==> src/rtl/fifo_rd_stream_if.sv <==
// Bundles the FIFO read port and the outgoing valid/ready stream.
// The controller uses the master view; the FIFO/sink side uses the slave view.
interface fifo_rd_stream_if #(
  parameter int DATA_WIDTH = 32
);
  logic                  fifo_cs;
  logic                  fifo_rd_en;
  logic                  fifo_empty;
  logic [DATA_WIDTH-1:0] fifo_data;
  logic                  m_valid;
  logic                  m_ready;
  logic [DATA_WIDTH-1:0] m_data;

  modport master (
    output fifo_cs,
    output fifo_rd_en,
    input  fifo_empty,
    input  fifo_data,
    output m_valid,
    input  m_ready,
    output m_data
  );

  modport slave (
    input  fifo_cs,
    input  fifo_rd_en,
    output fifo_empty,
    output fifo_data,
    input  m_valid,
    output m_ready,
    input  m_data
  );
endinterface

==> src/rtl/fifo_rd_stream.sv <==
// Read-side controller for the synchronous FIFO: issues pops, absorbs the
// one-cycle read latency and presents words as a valid/ready stream.
// A two-entry head/skid buffer lets pops run one per clock while still
// tolerating back-pressure without ever dropping an already-popped word.
module fifo_rd_stream #(
  parameter int DATA_WIDTH = 32,
  parameter int CNT_WIDTH  = 16
) (
  input  logic                 clk,
  input  logic                 rst_n,
  input  logic                 enable,
  fifo_rd_stream_if.master     bus,
  output logic [CNT_WIDTH-1:0] pop_count,
  output logic                 busy
);

  logic [1:0]            occ;
  logic                  inflight;
  logic [DATA_WIDTH-1:0] head;
  logic [DATA_WIDTH-1:0] skid;

  logic                  valid;
  logic                  deq;
  logic                  pop;
  logic [1:0]            occ_after_deq;
  logic [2:0]            level;

  // Pop decision: room is judged on the buffer level after this edge's
  // dequeue plus the word already in flight, so a draining sink keeps pops
  // flowing every cycle (this is the intended m_ready -> fifo_rd_en path).
  always_comb begin
    valid         = (occ != 2'd0);
    deq           = valid && bus.m_ready;
    occ_after_deq = occ - {1'b0, deq};
    level         = {1'b0, occ_after_deq} + {2'b0, inflight};
    pop           = rst_n && enable && !bus.fifo_empty && (level < 3'd2);
  end

  assign bus.fifo_rd_en = pop;
  assign bus.fifo_cs    = pop;
  assign bus.m_valid    = valid;
  assign bus.m_data     = head;
  assign busy           = valid || inflight;

  // Buffer, in-flight flag and delivered-word counter; the FIFO word that
  // lands this cycle goes to head if head frees up, otherwise to skid.
  always_ff @(posedge clk or negedge rst_n) begin
    if (!rst_n) begin
      inflight  <= 1'b0;
      occ       <= 2'd0;
      head      <= '0;
      skid      <= '0;
      pop_count <= '0;
    end else begin
      inflight <= pop;
      occ      <= occ_after_deq + {1'b0, inflight};
      if (deq && (occ == 2'd2)) begin
        head <= skid;
      end
      if (inflight) begin
        if (occ_after_deq == 2'd0) begin
          head <= bus.fifo_data;
        end else begin
          skid <= bus.fifo_data;
        end
      end
      if (deq) begin
        pop_count <= pop_count + {{(CNT_WIDTH-1){1'b0}}, 1'b1};
      end
    end
  end

endmodule
==> src/flat_wrapper.sv <==
// flat-port wrapper written by rule: the top's interface ports become plain ports
module fifo_rd_stream_flat 
#(
  parameter int DATA_WIDTH = 32,
  parameter int CNT_WIDTH  = 16
)
  (clk, rst_n, enable, pop_count, busy, bus_fifo_cs, bus_fifo_rd_en, bus_fifo_empty, bus_fifo_data, bus_m_valid, bus_m_ready, bus_m_data);
  fifo_rd_stream_if #(.DATA_WIDTH(DATA_WIDTH)) bus_i ();
  input  logic clk;
  input  logic rst_n;
  input  logic enable;
  output logic [CNT_WIDTH-1:0] pop_count;
  output logic busy;
  output wire logic [$bits(bus_i.fifo_cs)-1:0] bus_fifo_cs;
  output wire logic [$bits(bus_i.fifo_rd_en)-1:0] bus_fifo_rd_en;
  input wire logic [$bits(bus_i.fifo_empty)-1:0] bus_fifo_empty;
  input wire logic [$bits(bus_i.fifo_data)-1:0] bus_fifo_data;
  output wire logic [$bits(bus_i.m_valid)-1:0] bus_m_valid;
  input wire logic [$bits(bus_i.m_ready)-1:0] bus_m_ready;
  output wire logic [$bits(bus_i.m_data)-1:0] bus_m_data;
  assign bus_fifo_cs = bus_i.fifo_cs;
  assign bus_fifo_rd_en = bus_i.fifo_rd_en;
  assign bus_i.fifo_empty = bus_fifo_empty;
  assign bus_i.fifo_data = bus_fifo_data;
  assign bus_m_valid = bus_i.m_valid;
  assign bus_i.m_ready = bus_m_ready;
  assign bus_m_data = bus_i.m_data;
  fifo_rd_stream #(.DATA_WIDTH(DATA_WIDTH), .CNT_WIDTH(CNT_WIDTH)) u_core (.clk(clk), .rst_n(rst_n), .enable(enable), .bus(bus_i), .pop_count(pop_count), .busy(busy));
endmodule
==> config.mk <==
export PLATFORM = sky130hd
export DESIGN_NAME = fifo_rd_stream_flat
export DESIGN_NICKNAME = d
export VERILOG_FILES = /design/src/rtl/fifo_rd_stream_if.sv /design/src/rtl/fifo_rd_stream.sv /design/src/flat_wrapper.sv
export SDC_FILE = /design/constraint.sdc
export NUM_CORES = 1
export LEC_CHECK = 0
export BUFFER_PORTS_ARGS = -buffer_cell sky130_fd_sc_hd__buf_2
export CORE_ASPECT_RATIO = 1.4
export CORE_MARGIN = 10
export CORE_UTILIZATION = 55
export CTS_BUF_LIST = sky130_fd_sc_hd__clkbuf_8
export DETAILED_ROUTE_END_ITERATION = 8
export GPL_TIMING_DRIVEN = 0
export PLACE_DENSITY_LB_ADDON = 0.25
export SLEW_MARGIN = 20
export SYNTH_ARGS = -nofsm -noshare
export SYNTH_HDL_FRONTEND = slang
export SYNTH_SLANG_ARGS = --single-unit
==> constraint.sdc <==
create_clock -name clk -period 3.3 [get_ports clk]
set_input_delay 0.165 -clock clk [delete_from_list [all_inputs] [get_ports clk]]
set_output_delay 0.165 -clock clk [all_outputs]
set_load 0.02 [all_outputs]
==> run_results.csv, run 1 <==
group,metric,value,unit
run_status,status,"completed",
critical_path,crit_buf_inv,5,
detailed_routing,drtPass1Iterations,4,
critical_path,worstSetupPathType,"reg2out",
worst_hold_path,holdPathStages,3,
critical_path,cp.arrival,2540,ps
detailed_routing,avgViaCountPerCell,5.30,
synthesis,synthFlopType,"dfrtp_1",
critical_path,critical_path.top_delay_family,"buffers and inverters",
die,ios,89,
global_routing,grtUsageMet2,24.9,%
global_routing,antenna_found_initial,0,
detailed_routing,ant_nets,0,
clock_tree,clkTransAtPathRegs,80,ps
worst_hold_path,holdCritStartpoint,"bus_fifo_data[24]",
sta,setup_slack,591,ps
placed_design,place_ws,934,ps
critical_path,cp.required,3130,ps
synthesis,synth.distinct_cells,27,
synthesis,ys_seq_area_share,59.3,%
synthesis,ys_ff_latch,83,
layout,final-seq-area,2080,sq um
sta,period_minus_slack,2710,ps
worst_hold_path,hp-class,"in2reg",
layout,fin_util,68.5,%
critical_path,reg2reg_depth,8,
die,row_count,34,
layout,nets,422,
sta,setup_viol,0,
global_routing,grt_start_max_net_pins,47,
synthesis,netlist_area,3500,sq um
sta,worstMarginPinSlew,606,ps
detailed_routing,drcViolationCount,0,
die,die_area,10000,sq um
detailed_routing,detail_route.wl_per_cell,16.3,microns
detailed_routing,drt_iter0_markers,134,
critical_path,cp_max_fo,10,
layout,fillerInstances,492,
power_and_ir_drop,p_clk_share,19.4,%
layout,drive_gt1_share,37.6,%
sta,whs,32.8,ps
power_and_ir_drop,power_density,827,nW/um^2
placed_design,dpl.hpwl,5470,microns
global_routing,grt_util_all_layers,15.0,%
synthesis,syn_inst,281,
power_and_ir_drop,p_int,2.28,mW
clock_tree,cts_tree,"built",
critical_path,start_kind,"register",
power_and_ir_drop,comb_power_share,33.8,%
placed_design,routabilityCongestion,0.781,
layout,area_growth,21.5,%
sta,slew_viol_final,0,
critical_path,path_cells,"nand3_1 > buf_2 > buf_2 > o21ai_0 > ha_1 > inv_1 > ha_1 > and4b_1 > buf_4 > buf_2",
power_and_ir_drop,leakagePower,2.28,nW
sta,rsz0062_at_grt,"no",
global_routing,grt-ovfl-total,0,
die,die_h,114,microns
power_and_ir_drop,power.switching,1.24,mW
critical_path,cp_common_cell,"buf_2",
clock_tree,h-tree-depth,3,
detailed_routing,wl,7490,microns
sta,fmax,369,MHz
sta,hold_violations,0,
critical_path,timing.rr.start,"u_core.occ[1]$_DFF_PN0_",
clock_tree,cts_sinks,83,
synthesis,yosys_warnings,0,
placed_design,io_buffers,88,
synthesis,syn_nets,321,
detailed_routing,via_count,2428,
critical_path,cp.depth,10,
die,core,6210,sq um
layout,multi_input_area,1350,sq um
power_and_ir_drop,power_switching_share,35.3,%
die,start_util,56.4,%
layout,final_cells,458,
layout,diodes,0,
synthesis,synth_edf_count,0,
global_routing,grt_use_met3,5.48,%
critical_path,end_kind,"primary output",
global_routing,first_global_vias,2493,
power_and_ir_drop,sequentialPowerShare,46.8,%
die,die_w,87.4,microns
sta,post-route-period-util,82.1,%
global_routing,grtUsageMet1,17.5,%
power_and_ir_drop,peakVddDrop,493,uV
critical_path,max_stage_delay,460,ps
global_routing,grt-busiest-layer,"met2",
critical_path,r2r_setup_slack,1300,ps
sta,finalSetupTns,0,ps
clock_tree,clockBufferDepth,2,
placed_design,dp_cells,442,
job,maxCapViolCount,0,
synthesis,avgSynthCellArea,12.5,sq um
clock_tree,post_cts_buffers,0,
clock_tree,cts_made_buffers,9,
global_routing,grt_pass1_wl,11800,microns
critical_path,crit_slowest_cell,"dfrtp_1",
critical_path,startpoint,"u_core.occ[1]$_DFF_PN0_",
clock_tree,clk_latency,340,ps
sta,clock_skew,8.64,ps
synthesis,ys_async_sr_fraction,100,%
clock_tree,root_buffer,"clkbuf_8",
sta,slew_headroom,59.4,%
==> cells in the final DEF, fill, tap and decap left out, drive strengths merged, types with 2 or more instances in the layout <==
cell type	instances
clkbuf	16
inv	3
and3	5
o21ai	34
nor3	2
mux2	33
buf	97
dfrtp	83
xor2	6
ha	3
xnor2	9
nand2	37
nor2	2
clkinvlp	2
mux2i	32
nand3	7
clkinv	2
nand4	3
==> flip-flops by register name, indices dropped and copies added (netlist names) <==
register	flops
u_core.bus.m_data	32
u_core.inflight	1
u_core.occ	2
u_core.pop_count	16
u_core.skid	32
==> routing by layer <==
metal  vias to the layer above  share of wire, %
met4                         0              0.75
met5                         -                 0
met2                        65                51
li1                       1178                 -
met1                      1181                40
met3                         4               7.7
==> tightest hold or removal path: cells and delay by family <==
kind	cells	cell delay (ps)
simple gates	1	40
compound gates	1	60
buf+inv	1	80
==> cells by family (layout without fill, tap and decap cells) <==
logic type | count (synthesis) | after routing | share of synthesized area [%]
flip-flops | 83 | 83 | 59.3
multiplexers | 65 | 65 | 19.8
AND/OR/NAND/NOR | 63 | 63 | 8.69
AO/OA/AOI/OAI | 35 | 35 | 5.22
buffers and inverters | 17 | 122 | 2.18
XOR/XNOR | 15 | 15 | 3.75
adder cells (fa/ha/maj) | 3 | 3 | 1.07
==> synth_stat cells (3+ instances only) <==
master,n,area share (%)
o21ai_0,31,4.4
dfrtp_1,83,59
and3_1,5,0.89
clkbuf_1,7,0.75
o21ai_1,3,0.43
ha_1,3,1.1
xnor2_1,9,2.3
nand4_1,3,0.54
mux2i_1,32,9.1
nand2_1,37,4.0
buf_2,7,1.0
xor2_1,6,1.5
mux2_2,31,10
nand3_1,7,1.0
==> layout make-up <==
type                            count  share of cell area, %
Timing Repair Buffer               90                   11.3
Tap cell                           72                   2.12
Inverter                            2                  0.176
Multi-Input combinational cell    181                   31.7
Clock inverter                      6                   1.38
Sequential cell                    83                   48.8
Clock buffer                        9                   2.91
Buffer                             15                   1.62
==> per-stage QoR <==
stage / area [sq um] / total power, mW
finish: 4250 / 3.52
global placement: 4030 / 2.81
floorplan: 3500 / 2.44
CTS: 4250 / 3.57
global route: 4250 / 3.75
detailed placement: 4060 / 2.88
==> power by group through the flow <==
stage                     Sequential [mW]  Combinational [mW]  Clock, mW
final                                1.65                1.19      0.683
after floorplan                      1.89               0.548          0
after detailed placement             1.67                1.21          0
after CTS                            1.65                1.22      0.706
after global placement               1.64                1.17          0
after global routing                 1.70                1.30      0.748
==> timing repair <==
| action | in CTS | in global routing |
|---|---|---|
| endpoints found under the hold margin | 38 | 0 |
| hold buffers | 1 | 0 |
| gates resized for setup | 0 | 0 |
==> worst paths after layout <==
kind | to
max | bus_fifo_rd_en
min | u_core.bus.m_data[24]$_DFF_PN0_
max reg2reg | u_core.inflight$_DFF_PN0_
min reg2reg | u_core.pop_count[15]$_DFFE_PN0P_
max in group asynchronous | u_core.pop_count[10]$_DFFE_PN0P_
min in group asynchronous | u_core.skid[5]$_DFFE_PN0P_
Note: power is estimated with default switching activity, not from simulation.
==> run 2: changes to the inputs <==
- clock period: 3.3 -> 2.5 ns (I/O delays scaled with it)
==> run 2 against run 1 <==
  * Worst hold slack worse by 26 ps
  * Utilization up 3.7 points
  * Largest cell class unchanged
  * Setup slack worse by 470 ps
  * Count of clock-buffer cells in the layout unchanged
  * Combinational power up 36%
  * Total power up 34%
  * Clock skew up 1.4 ps
  * Die area unchanged
  * Global-route usage up 0.62 points
  * Sequential share of layout area down 2.5 points
==> run_results.csv, run 2 (same netlist as run 1, synthesis figures left out) <==
group,metric,value,unit
run_status,status,"completed",
critical_path,cp.arrival,2250,ps
die,die_w,87.4,microns
detailed_routing,drtPass1Iterations,4,
layout,nets,443,
layout,fin_area,4480,sq um
clock_tree,clkTransAtPathRegs,70,ps
global_routing,first_global_vias,2570,
power_and_ir_drop,p_int,3.04,mW
critical_path,crit_slowest_cell,"dfrtp_1",
detailed_routing,via_count,2501,
layout,diodes,0,
worst_hold_path,hp-class,"in2reg",
placed_design,placedInstanceArea,4060,sq um
power_and_ir_drop,power_density,1050,nW/um^2
sta,slew_viol_final,0,
worst_hold_path,holdPathStages,3,
critical_path,cp_max_fo,10,
clock_tree,root_buffer,"clkbuf_8",
detailed_routing,wl,7760,microns
power_and_ir_drop,comb_power_share,34.4,%
sta,hold_violations,0,
power_and_ir_drop,peakVddDrop,659,uV
detailed_routing,avgViaCountPerCell,5.22,
power_and_ir_drop,sequentialPowerShare,46.3,%
global_routing,grt_pass1_wl,12300,microns
critical_path,start_kind,"register",
die,die_h,114,microns
global_routing,grt_start_max_net_pins,47,
critical_path,reg2reg_depth,5,
job,maxCapViolCount,0,
sta,post-route-period-util,95.1,%
sta,finalSetupTns,0,ps
clock_tree,cts_made_buffers,9,
sta,clock_skew,10.1,ps
global_routing,grt-ovfl-total,0,
placed_design,routabilityCongestion,0.781,
die,row_count,34,
die,start_util,56.4,%
critical_path,end_kind,"primary output",
sta,period_minus_slack,2380,ps
critical_path,cp.required,2380,ps
detailed_routing,ant_nets,0,
clock_tree,clockBufferDepth,2,
detailed_routing,drt_iter0_markers,143,
placed_design,io_buffers,88,
sta,slew_headroom,59.7,%
power_and_ir_drop,p_clk_share,19.3,%
die,core,6210,sq um
critical_path,max_stage_delay,420,ps
global_routing,grt_util_all_layers,15.6,%
sta,setup_viol,0,
clock_tree,cts_sinks,83,
clock_tree,cts_tree,"built",
layout,drive_gt1_share,36.9,%
placed_design,dpl.hpwl,5470,microns
detailed_routing,drcViolationCount,0,
global_routing,antenna_found_initial,0,
critical_path,path_cells,"inv_2 > nand3_1 > buf_6 > buf_8 > o21ai_0 > ha_2 > inv_1 > ha_1 > and4b_2 > buf_4 > buf_2",
die,ios,89,
sta,rsz0062_at_grt,"no",
sta,worstMarginPinSlew,602,ps
critical_path,worstSetupPathType,"reg2out",
sta,fmax,421,MHz
power_and_ir_drop,power.switching,1.66,mW
layout,final_common_cell,"buf_2",
die,die_area,10000,sq um
power_and_ir_drop,power_switching_share,35.3,%
layout,area_growth,28.1,%
detailed_routing,detail_route.wl_per_cell,16.2,microns
power_and_ir_drop,leakagePower,2.38,nW
clock_tree,clk_latency,340,ps
clock_tree,h-tree-depth,3,
layout,layout_common_cells,"buf_2 (92), dfrtp_1 (82), nand2_1 (37), mux2i_1 (32)",
==> run 2: path summary, 6_finish.rpt <==
check / startpoint / endpoint / slack, ps
setup / recovery: u_core.occ[0]$_DFF_PN0_ / bus_fifo_rd_en / 120
max in group asynchronous: rst_n / u_core.occ[1]$_DFF_PN0_ / 1620
min in group asynchronous: rst_n / u_core.skid[5]$_DFFE_PN0P_ / 280
hold / removal: bus_fifo_data[6] / u_core.bus.m_data[6]$_DFF_PN0_ / 7
hold reg to reg: u_core.pop_count[15]$_DFFE_PN0P_ / u_core.pop_count[15]$_DFFE_PN0P_ / 460
setup reg to reg: u_core.occ[0]$_DFF_PN0_ / u_core.bus.m_data[15]$_DFF_PN0_ / 650
==> run 2: area by class of cell <==
type | instances | area [sq um]
plain buffers | 15 | 85.1
well taps | 72 | 90.1
clock inverters | 6 | 58.8
repair buffers | 111 | 688
inverters | 2 | 7.51
multi-input cells | 181 | 1350
fillers | 458 | 1730
clock buffers | 9 | 124
flip-flops and latches | 83 | 2080
==> run 2: critical path, delay by kind of cell, from the launching register on <==
kind	cells	cell delay (ps)
compound gates	1	80
flops	1	420
buf+inv	6	700
fa+ha+maj	2	370
simple gates	2	330
==> run 2: power by group through the flow <==
stage                     combinational (mW)  clock [mW]  sequential, mW
after CTS                               1.64       0.933            2.18
after floorplan                        0.723           0            2.49
after global placement                  1.54           0            2.17
final                                   1.62       0.910            2.18
after global routing                    1.77       0.987            2.25
after detailed placement                1.60           0            2.21
==> run 2: layer usage <==
layer  vias up  global-route usage, %  wire, microns
li1       1219                      -              -
met1      1216                   18.1           3150
met2        59                   26.2           4000
met3         7                   5.41            535
met4         0                   4.48             71
met5         -                      0              0
==> run 2: stage by stage <==
| step | hold WS (ps) | setup WS [ps] | util [%] | power (mW) | cells |
|---|---|---|---|---|---|
| after floorplan | -171 | 458 | - | 3.21 | 281 |
| after global placement | 340 | 88.7 | 64.9 | 3.72 | 441 |
| after detailed placement | 128 | 174 | 65.4 | 3.81 | 442 |
| after CTS | 0.194 | 13.5 | 71.9 | 4.75 | 478 |
| after global routing | 8.49 | 3.09 | 72.2 | 5.00 | 479 |
| final | 7.31 | 123 | 72.2 | 4.70 | 479 |
==> run 2: timing repair <==
item | CTS | global route
hold endpoints to repair | 58 | 0
resized for setup | 3 | 6
setup buffers | 0 | 1
pin swaps | 0 | 2
hold buffers | 21 | 0
endpoints found under the setup margin | 2 | 1
